<file path="src/rtl/pc_seq_pkg.sv">
// Shared types and constants for the fetch-side PC sequencer.
package pc_seq_pkg;

    localparam int unsigned PC_W              = 32;
    localparam int unsigned INSTR_W           = 16;
    localparam int unsigned RESET_VEC_DEFAULT = 0;
    localparam int unsigned INT_VEC_DEFAULT   = 2;

    typedef enum logic [2:0] {
        S_VEC_HI = 3'd0,
        S_VEC_LO = 3'd1,
        S_RUN    = 3'd2,
        S_INT_HI = 3'd3,
        S_INT_LO = 3'd4
    } state_t;

endpackage

</file>
<file path="src/rtl/pc_sequencer_if.sv">
// Register-file, instruction-memory, EX redirect and decode signals of the PC sequencer.
interface pc_sequencer_if
    import pc_seq_pkg::*;
#(
    parameter int unsigned PC_WIDTH    = PC_W,
    parameter int unsigned INSTR_WIDTH = INSTR_W
);

    logic [PC_WIDTH-1:0]    read_pc;
    logic [PC_WIDTH-1:0]    write_pc_data;
    logic                   pc_en;
    logic [PC_WIDTH-1:0]    imem_addr;
    logic [INSTR_WIDTH-1:0] imem_data;
    logic                   stall;
    logic                   branch_taken;
    logic [PC_WIDTH-1:0]    branch_target;
    logic                   int_req;
    logic                   int_ack;
    logic [PC_WIDTH-1:0]    saved_pc;
    logic [INSTR_WIDTH-1:0] instr;
    logic [PC_WIDTH-1:0]    instr_pc;
    logic                   instr_valid;

    modport master (
        input  read_pc, imem_data, stall, branch_taken, branch_target, int_req,
        output write_pc_data, pc_en, imem_addr, int_ack, saved_pc, instr, instr_pc, instr_valid
    );

    modport slave (
        output read_pc, imem_data, stall, branch_taken, branch_target, int_req,
        input  write_pc_data, pc_en, imem_addr, int_ack, saved_pc, instr, instr_pc, instr_valid
    );

endinterface

</file>
<file path="src/rtl/pc_sequencer_if_id_reg.sv">
// IF/ID pipeline register; flush clears valid, hold freezes all fields.
module if_id_reg
    import pc_seq_pkg::*;
#(
    parameter int unsigned PC_WIDTH    = PC_W,
    parameter int unsigned INSTR_WIDTH = INSTR_W
) (
    input  logic                   clk,
    input  logic                   rst,
    input  logic                   hold,
    input  logic                   flush,
    input  logic [INSTR_WIDTH-1:0] d_instr,
    input  logic [PC_WIDTH-1:0]    d_pc,
    output logic [INSTR_WIDTH-1:0] instr,
    output logic [PC_WIDTH-1:0]    instr_pc,
    output logic                   instr_valid
);

    always_ff @(posedge clk or negedge rst) begin
        if (!rst) begin
            instr       <= '0;
            instr_pc    <= '0;
            instr_valid <= 1'b0;
        end else if (flush) begin
            instr_valid <= 1'b0;
        end else if (!hold) begin
            instr       <= d_instr;
            instr_pc    <= d_pc;
            instr_valid <= 1'b1;
        end
    end

endmodule

</file>
<file path="src/rtl/pc_sequencer.sv">
// Fetch-side PC sequencer: vector loads, sequential fetch, branch redirect and interrupt entry.
module pc_sequencer
    import pc_seq_pkg::*;
#(
    parameter int unsigned         PC_WIDTH       = PC_W,
    parameter int unsigned         INSTR_WIDTH    = INSTR_W,
    parameter logic [PC_WIDTH-1:0] RESET_VEC_ADDR = PC_WIDTH'(RESET_VEC_DEFAULT),
    parameter logic [PC_WIDTH-1:0] INT_VEC_ADDR   = PC_WIDTH'(INT_VEC_DEFAULT)
) (
    input  logic           clk,
    input  logic           rst,
    pc_sequencer_if.master bus
);

    state_t                 state, state_nxt;
    logic [INSTR_WIDTH-1:0] vec_hi, vec_hi_nxt;
    logic                   int_pend, int_pend_nxt;
    logic                   int_ack, int_ack_nxt;
    logic [PC_WIDTH-1:0]    saved_pc, saved_pc_nxt;
    logic [PC_WIDTH-1:0]    write_pc, imem_addr;
    logic                   hold, flush;

    always_ff @(posedge clk or negedge rst) begin
        if (!rst) begin
            state    <= S_VEC_HI;
            vec_hi   <= '0;
            int_pend <= 1'b0;
            int_ack  <= 1'b0;
            saved_pc <= '0;
        end else begin
            state    <= state_nxt;
            vec_hi   <= vec_hi_nxt;
            int_pend <= int_pend_nxt;
            int_ack  <= int_ack_nxt;
            saved_pc <= saved_pc_nxt;
        end
    end

    // A new request always sets int_pend, even in the cycle that services the previous one.
    always_comb begin
        state_nxt    = state;
        vec_hi_nxt   = vec_hi;
        int_pend_nxt = int_pend | bus.int_req;
        int_ack_nxt  = 1'b0;
        saved_pc_nxt = saved_pc;
        write_pc     = bus.read_pc;
        imem_addr    = bus.read_pc;
        hold         = 1'b0;
        flush        = 1'b0;
        case (state)
            S_VEC_HI: begin
                imem_addr  = RESET_VEC_ADDR;
                vec_hi_nxt = bus.imem_data;
                flush      = 1'b1;
                state_nxt  = S_VEC_LO;
            end
            S_VEC_LO: begin
                imem_addr = RESET_VEC_ADDR + PC_WIDTH'(1);
                write_pc  = PC_WIDTH'({vec_hi, bus.imem_data});
                flush     = 1'b1;
                state_nxt = S_RUN;
            end
            S_INT_HI: begin
                imem_addr  = INT_VEC_ADDR;
                vec_hi_nxt = bus.imem_data;
                flush      = 1'b1;
                state_nxt  = S_INT_LO;
            end
            S_INT_LO: begin
                imem_addr = INT_VEC_ADDR + PC_WIDTH'(1);
                write_pc  = PC_WIDTH'({vec_hi, bus.imem_data});
                flush     = 1'b1;
                state_nxt = S_RUN;
            end
            S_RUN: begin
                if (bus.branch_taken) begin
                    write_pc = bus.branch_target;
                    flush    = 1'b1;
                end else if (bus.stall) begin
                    hold = 1'b1;
                end else if (int_pend) begin
                    saved_pc_nxt = bus.read_pc;
                    int_ack_nxt  = 1'b1;
                    int_pend_nxt = bus.int_req;
                    flush        = 1'b1;
                    state_nxt    = S_INT_HI;
                end else begin
                    write_pc = bus.read_pc + PC_WIDTH'(1);
                end
            end
            default: begin
                state_nxt = S_VEC_HI;
            end
        endcase
        if (!rst) begin
            write_pc  = '0;
            imem_addr = RESET_VEC_ADDR;
        end
    end

    if_id_reg #(
        .PC_WIDTH    (PC_WIDTH),
        .INSTR_WIDTH (INSTR_WIDTH)
    ) u_if_id (
        .clk         (clk),
        .rst         (rst),
        .hold        (hold),
        .flush       (flush),
        .d_instr     (bus.imem_data),
        .d_pc        (bus.read_pc),
        .instr       (bus.instr),
        .instr_pc    (bus.instr_pc),
        .instr_valid (bus.instr_valid)
    );

    assign bus.write_pc_data = write_pc;
    assign bus.imem_addr     = imem_addr;
    assign bus.pc_en         = 1'b0;
    assign bus.int_ack       = int_ack;
    assign bus.saved_pc      = saved_pc;

endmodule

</file>
<file path="src/flat_wrapper.sv">
// flat-port wrapper written by rule: the top's interface ports become plain ports
module pc_sequencer_flat import pc_seq_pkg::*;
#(
    parameter int unsigned         PC_WIDTH       = PC_W,
    parameter int unsigned         INSTR_WIDTH    = INSTR_W,
    parameter logic [PC_WIDTH-1:0] RESET_VEC_ADDR = PC_WIDTH'(RESET_VEC_DEFAULT),
    parameter logic [PC_WIDTH-1:0] INT_VEC_ADDR   = PC_WIDTH'(INT_VEC_DEFAULT)
)
  (clk, rst, bus_read_pc, bus_imem_data, bus_stall, bus_branch_taken, bus_branch_target, bus_int_req, bus_write_pc_data, bus_pc_en, bus_imem_addr, bus_int_ack, bus_saved_pc, bus_instr, bus_instr_pc, bus_instr_valid);
  pc_sequencer_if #(.PC_WIDTH(PC_WIDTH), .INSTR_WIDTH(INSTR_WIDTH)) bus_i ();
  input  logic clk;
  input  logic rst;
  input wire logic [$bits(bus_i.read_pc)-1:0] bus_read_pc;
  input wire logic [$bits(bus_i.imem_data)-1:0] bus_imem_data;
  input wire logic [$bits(bus_i.stall)-1:0] bus_stall;
  input wire logic [$bits(bus_i.branch_taken)-1:0] bus_branch_taken;
  input wire logic [$bits(bus_i.branch_target)-1:0] bus_branch_target;
  input wire logic [$bits(bus_i.int_req)-1:0] bus_int_req;
  output wire logic [$bits(bus_i.write_pc_data)-1:0] bus_write_pc_data;
  output wire logic [$bits(bus_i.pc_en)-1:0] bus_pc_en;
  output wire logic [$bits(bus_i.imem_addr)-1:0] bus_imem_addr;
  output wire logic [$bits(bus_i.int_ack)-1:0] bus_int_ack;
  output wire logic [$bits(bus_i.saved_pc)-1:0] bus_saved_pc;
  output wire logic [$bits(bus_i.instr)-1:0] bus_instr;
  output wire logic [$bits(bus_i.instr_pc)-1:0] bus_instr_pc;
  output wire logic [$bits(bus_i.instr_valid)-1:0] bus_instr_valid;
  assign bus_i.read_pc = bus_read_pc;
  assign bus_i.imem_data = bus_imem_data;
  assign bus_i.stall = bus_stall;
  assign bus_i.branch_taken = bus_branch_taken;
  assign bus_i.branch_target = bus_branch_target;
  assign bus_i.int_req = bus_int_req;
  assign bus_write_pc_data = bus_i.write_pc_data;
  assign bus_pc_en = bus_i.pc_en;
  assign bus_imem_addr = bus_i.imem_addr;
  assign bus_int_ack = bus_i.int_ack;
  assign bus_saved_pc = bus_i.saved_pc;
  assign bus_instr = bus_i.instr;
  assign bus_instr_pc = bus_i.instr_pc;
  assign bus_instr_valid = bus_i.instr_valid;
  pc_sequencer #(.PC_WIDTH(PC_WIDTH), .INSTR_WIDTH(INSTR_WIDTH), .RESET_VEC_ADDR(RESET_VEC_ADDR), .INT_VEC_ADDR(INT_VEC_ADDR)) u_core (.clk(clk), .rst(rst), .bus(bus_i));
endmodule
</file>
<file path="config.mk">
export PLATFORM = sky130hd
export DESIGN_NAME = pc_sequencer_flat
export DESIGN_NICKNAME = d
export VERILOG_FILES = /design/src/rtl/pc_seq_pkg.sv /design/src/rtl/pc_sequencer_if.sv /design/src/rtl/pc_sequencer_if_id_reg.sv /design/src/rtl/pc_sequencer.sv /design/src/flat_wrapper.sv
export SDC_FILE = /design/constraint.sdc
export NUM_CORES = 1
export LEC_CHECK = 0
export ABC_AREA = 1
export BUFFER_PORTS_ARGS = -buffer_cell sky130_fd_sc_hd__buf_2
export CORE_MARGIN = 2
export CORE_UTILIZATION = 50
export CTS_BUF_LIST = sky130_fd_sc_hd__clkbuf_4
export DETAILED_ROUTE_END_ITERATION = 10
export HOLD_SLACK_MARGIN = 0.1
export PLACE_DENSITY_LB_ADDON = 0.2
export SLEW_MARGIN = 40
export SYNTH_ARGS = -nofsm -noshare
export SYNTH_HDL_FRONTEND = slang
export SYNTH_HIERARCHICAL = 1
export SYNTH_SLANG_ARGS = --single-unit
</file>
<file path="constraint.sdc">
create_clock -name clk -period 3.4 [get_ports clk]
set_clock_uncertainty 0.05 [all_clocks]
set_input_delay 1.02 -clock clk [delete_from_list [all_inputs] [get_ports clk]]
set_output_delay 1.02 -clock clk [all_outputs]
set_load 0.05 [all_outputs]
</file>
# [Word-level counts from Yosys, hierarchy flattened]
# Index checks and enable logic that the tools add are counted.
[word_totals] ff_bits=102 input_bits=85 out_inout_bits=147
[classes] addsub=1 eq_ne=8 mux=26 n_bitwise=5 n_reduce_logical=7
[op_table] op="32-bit 2-to-1 mux" n=5
[op_table] op="32-bit case mux with 4 select lines" n=1
[op_table] op="32-bit case mux with 2 select lines" n=1
[op_table] op="32-bit by 1-bit adder with 32-bit output, second input constant" n=1
[op_table] op="1-bit 2-to-1 mux" n=14
[op_table] op="3-bit case mux with 4 select lines" n=1
[op_table] op="3-bit 2-to-1 mux" n=3
[op_table] op="3-bit by 2-bit == test with 1-bit output, second input constant" n=2
[op_table] op="2-bit by 1-bit != test with 1-bit output, second input constant" n=2
[op_table] op="2-bit != test, second input constant" n=2
[op_table] op="1-bit NOT" n=4
[op_table] op="4-bit AND reduction" n=1
[op_table] op="2-bit OR reduction" n=2
[op_table] op="4-bit OR reduction" n=1
[op_table] op="3-bit by 1-bit == test with 1-bit output, second input constant" n=1
[op_table] op="3-bit == test, second input constant" n=1
[op_table] op="3-bit logical NOT" n=1
[op_table] op="3-bit AND reduction" n=1
[op_table] op="1-bit case mux with 2 select lines" n=1
[op_table] op="2-bit AND reduction" n=1
[op_table] op="1-bit bitwise OR" n=1

# [Logic depth before layout (Yosys ltp)]
[logic_depth] depth_word=6 ltp_mapped=11

# [Hierarchy]
# Netlist, hierarchy kept.
[by_module_without_submodules] mod="pc_sequencer" instances=1 cells_each=722 area_each_um2=4254.1
[by_module_without_submodules] mod="if_id_reg" instances=1 cells_each=211 area_each_um2=1929.4

# [Least setup slack after synthesis]
# OpenSTA, ideal clock, no wires.
[synth_timing] path_type="input to output" start="input bus_read_pc[0]" end="output bus_write_pc_data[24]" t_arrival_ps=2698 required_ps=2330 setup_slack_ps=-368 cell_stages=9 n_path_buf=0 path_cell_list="ha_1 -> nand3_1 -> nor2_1 -> nand3_1 -> nor2_1 -> nand3_1 -> nand3_1 -> nand2_1 -> a21oi_1"
[synth_between] elab_chain_cells=6
[synth_lines] element="from (decl)" line="flat_wrapper.sv:13" rtl="input wire logic [$bits(bus_i.read_pc)-1:0] bus_read_pc;"
[synth_lines] element="32-bit by 1-bit adder with 32-bit output" line="pc_sequencer.sv:88" rtl="write_pc = bus.read_pc + PC_WIDTH'(1);"
[synth_lines] element="32-bit 2-to-1 mux" line="pc_sequencer.sv:81" rtl="end else if (int_pend) begin"
[synth_lines] element="32-bit 2-to-1 mux" line="pc_sequencer.sv:79" rtl="end else if (bus.stall) begin"
[synth_lines] element="32-bit 2-to-1 mux" line="pc_sequencer.sv:76" rtl="if (bus.branch_taken) begin"
[synth_lines] element="32-bit case mux with 2 select lines" line="pc_sequencer.sv:50" rtl="case (state)"
[synth_lines] element="32-bit 2-to-1 mux" line="pc_sequencer.sv:95" rtl="if (!rst) begin"
[synth_lines] element="to (decl)" line="flat_wrapper.sv:19" rtl="output wire logic [$bits(bus_i.write_pc_data)-1:0] bus_write_pc_data;"
# Every way passes these cells.

# [Worst setup path after layout]
[layout_timing] start="input bus_read_pc[12]" end="output bus_write_pc_data[13]"
# The elaborated chain is that of the path after synthesis.

==> summary.txt <==
DP Wirelength: 17800 um
Clock Tree Root: clkbuf_4
Initial antenna violation count: 0
Core footprint: 0.0121 mm2
Grt ovf: 0
Met3 global-route usage: 6.11%
Final WS setup: -0.0203 ns
Clock transition at path regs: 0.16 ns
Largest net degree at the start of global routing: 50
Met2 usage: 55.7%
DR vias/cell: 5.54
Violated checks: setup timing
Final WL: 24900 um
Setup_tns: -0.0203 ns
Post-synth net total: 1019
Die ar.: 0.0133 mm2
Vias: 7817
Clk buf depth: 2
Fin. max-slew vios: 0
CP Data Arrival Time: 2.35 ns
Most common cell in the netlist: nand2_1
Crit-path slowest cell: a21oi_2
Ys async rst share: 100%
Total I/O pin count: 232
Leak pwr: 4.85 nW
Max cap viols: 0
Final period util: 101%
Number of synthesized flops with an enable pin: 0
Global Route Usage Sum: 36.4%
GR peak layer: met2
Setup violations, final: 1
Cells after Synth: 933
CP bufs+invs: 2
Hold Fails Final Rpt: 0
GP Congestion: 1.04
Fin crit period: 3.42 ns
CTS buffer count: 9
Row count: 40
Largest stage delay on the critical path: 0.19 ns
Worst Path Required: 2.33 ns
DR DRC count: 0
ANT cells: 0
Net count, final: 1323
IO buf count: 230
P&R area growth vs syn: 51.9%
Die Width: 115 um
Critical path class: input port to primary output
Vias in the first global route: 6951
Post-synth top area share: 41.3%
Hold Crit Class: input port to asynchronous set/reset pin
Startpoint Class: input port
Crit-path cells: buf_2 > nand2_1 > nor2_1 > nand2_2 > nor2_2 > xor2_1 > o21ai_0 > a21oi_2 > buf_6
Most frequent cells after synthesis: nand2_1, o21ai_0, nor2_1
CTS tree: done
Post-CTS Hold Buffers: 0
Critical Path Sink Type: primary output
Max_slew headroom: 60.5%
Die H: 115 um
Yosys warning total: 6
Slew @ Worst Pin: 0.592 ns
TritonRoute pass-1 iters: 6
Syn avg cell area: 6.63 um2
Post-synthesis cell area: 0.00618 mm2
CTS H-tree lvls: 3
Share of layout cells above drive strength 1: 41.0%
CP max FO: 3
Layout Utilization: 77.9%
Initial cell density of the core: 51.3%
Clk sinks: 102
Routing usage on met1: 52.8%
Distinct cells, synth: 32
Fmax: 292 MHz
Synth area leader: dfrtp_1
Drt wl/cell: 17.6 um
Main area contributors after synthesis: dfrtp_1, nand2_1, o21ai_0
Outcome: finished with violations
Max IR drop VDD: 0.723 mV
Worst hold slack: 0.411 ns
Top Family by Delay on Critical Path: simple AND/OR/NAND/NOR gates
Sequential fraction of the synthesis area: 41.3%
PwrDens: 1100 mW/mm2
Initial DRC count: 1082
Synth Flop Type: dfrtp_1
RSZ-0062 raised after global routing: true
Worst-Skew Late Latency: 0.49 ns
Number of synthesized register bits: 102
First-pass GRT wire length: 37100 um
Number of nets with antenna violations after routing: 0
## per-layer routing
metal,vias to the layer above,wire [um]
met3,67,2320
met4,0,702
met2,479,11300
li1,3608,-
met1,3663,10500
met5,-,0
## per-stage QoR
step	setup WS, ns	instances	power (mW)	instance area, um2
global route	-0.0804	1410	10.9	9390
global placement	-0.348	1380	8.80	8300
detailed placement	-0.382	1380	8.88	8300
floorplan	-0.110	933	7.21	6340
finish	-0.0203	1410	10.3	9390
CTS	-0.0311	1401	9.94	8940
## registers in the layout, indices dropped and copies added, names as in the netlist
name	cells
u_core/bus.int_ack	1
u_core/u_if_id/instr_pc	32
u_core/u_if_id/instr	16
u_core/int_pend	1
u_core/u_if_id/instr_valid	1
u_core/state	3
u_core/bus.saved_pc	32
u_core/vec_hi	16
## layout by cell type, fill, tap and decap left out, types with 4 or more instances in the layout
| master | instances |
|---|---|
| o21ai_1 | 12 |
| nor2_1 | 102 |
| o21ai_0 | 141 |
| a31oi_2 | 10 |
| buf_12 | 7 |
| nand2_2 | 20 |
| nand3_1 | 31 |
| nand2_4 | 8 |
| inv_4 | 4 |
| nor2_4 | 21 |
| a21oi_1 | 7 |
| clkbuf_4 | 14 |
| buf_6 | 37 |
| nand3_2 | 21 |
| buf_2 | 186 |
| inv_1 | 77 |
| nor2_2 | 26 |
| nand2_1 | 238 |
| dfrtp_1 | 102 |
| inv_2 | 5 |
| nand4_1 | 7 |
| buf_4 | 106 |
| o21ai_2 | 4 |
| a21oi_2 | 16 |
| a21oi_4 | 5 |
## final timing paths
check                                         from                         end  slack [ns]  cells past startpoint
max                                bus_read_pc[12]       bus_write_pc_data[13]       -0.02                      9
max reg2reg                        u_core/state[0]     u_core/u_if_id/instr[2]        1.29                      7
min                                            rst  u_core/u_if_id/instr_pc[1]        0.41                      2
min reg2reg                u_core/bus.saved_pc[18]     u_core/bus.saved_pc[18]        0.45                      2
min in group clk           u_core/bus.saved_pc[18]     u_core/bus.saved_pc[18]        0.45                      2
max in group asynchronous                      rst     u_core/bus.saved_pc[28]        2.35                      3
## where the power goes
part	switching, mW	internal [mW]	total [mW]
Combinational	5.51	1.95	7.46
Clock	0.420	0.379	0.799
Sequential	0.277	1.80	2.08
Total	6.20	4.13	10.3
## layout make-up
type / instances / area, um2
fill: 974 / 2670
timing repair buffer: 343 / 2370
multi-input combinational: 694 / 3740
clock buffer: 10 / 75.1
sequential: 102 / 2550
inverter: 87 / 337
clock inverter: 6 / 110
tap: 168 / 210
## kinds of logic (layout without fill, tap and decap cells)
group | count (synthesis) | in the layout | share of synthesized area [%]
compound gates | 203 | 203 | 17.1
fa+ha+maj | 1 | 1 | 0.202
flops | 102 | 102 | 41.3
simple gates | 486 | 486 | 31.4
buf+inv | 137 | 446 | 9.51
xor+xnor | 3 | 3 | 0.425
other cells | 1 | 1 | 0.0606
## repair_timing
item | in CTS | in global routing
pin swaps | 35 | 49
gates cloned | 0 | 1
endpoints found under the hold margin | 0 | 0
gates resized for setup | 128 | 115
setup endpoints to repair | 32 | 61
buffers inserted | 5 | 8
(Power assumes the default switching activity.)
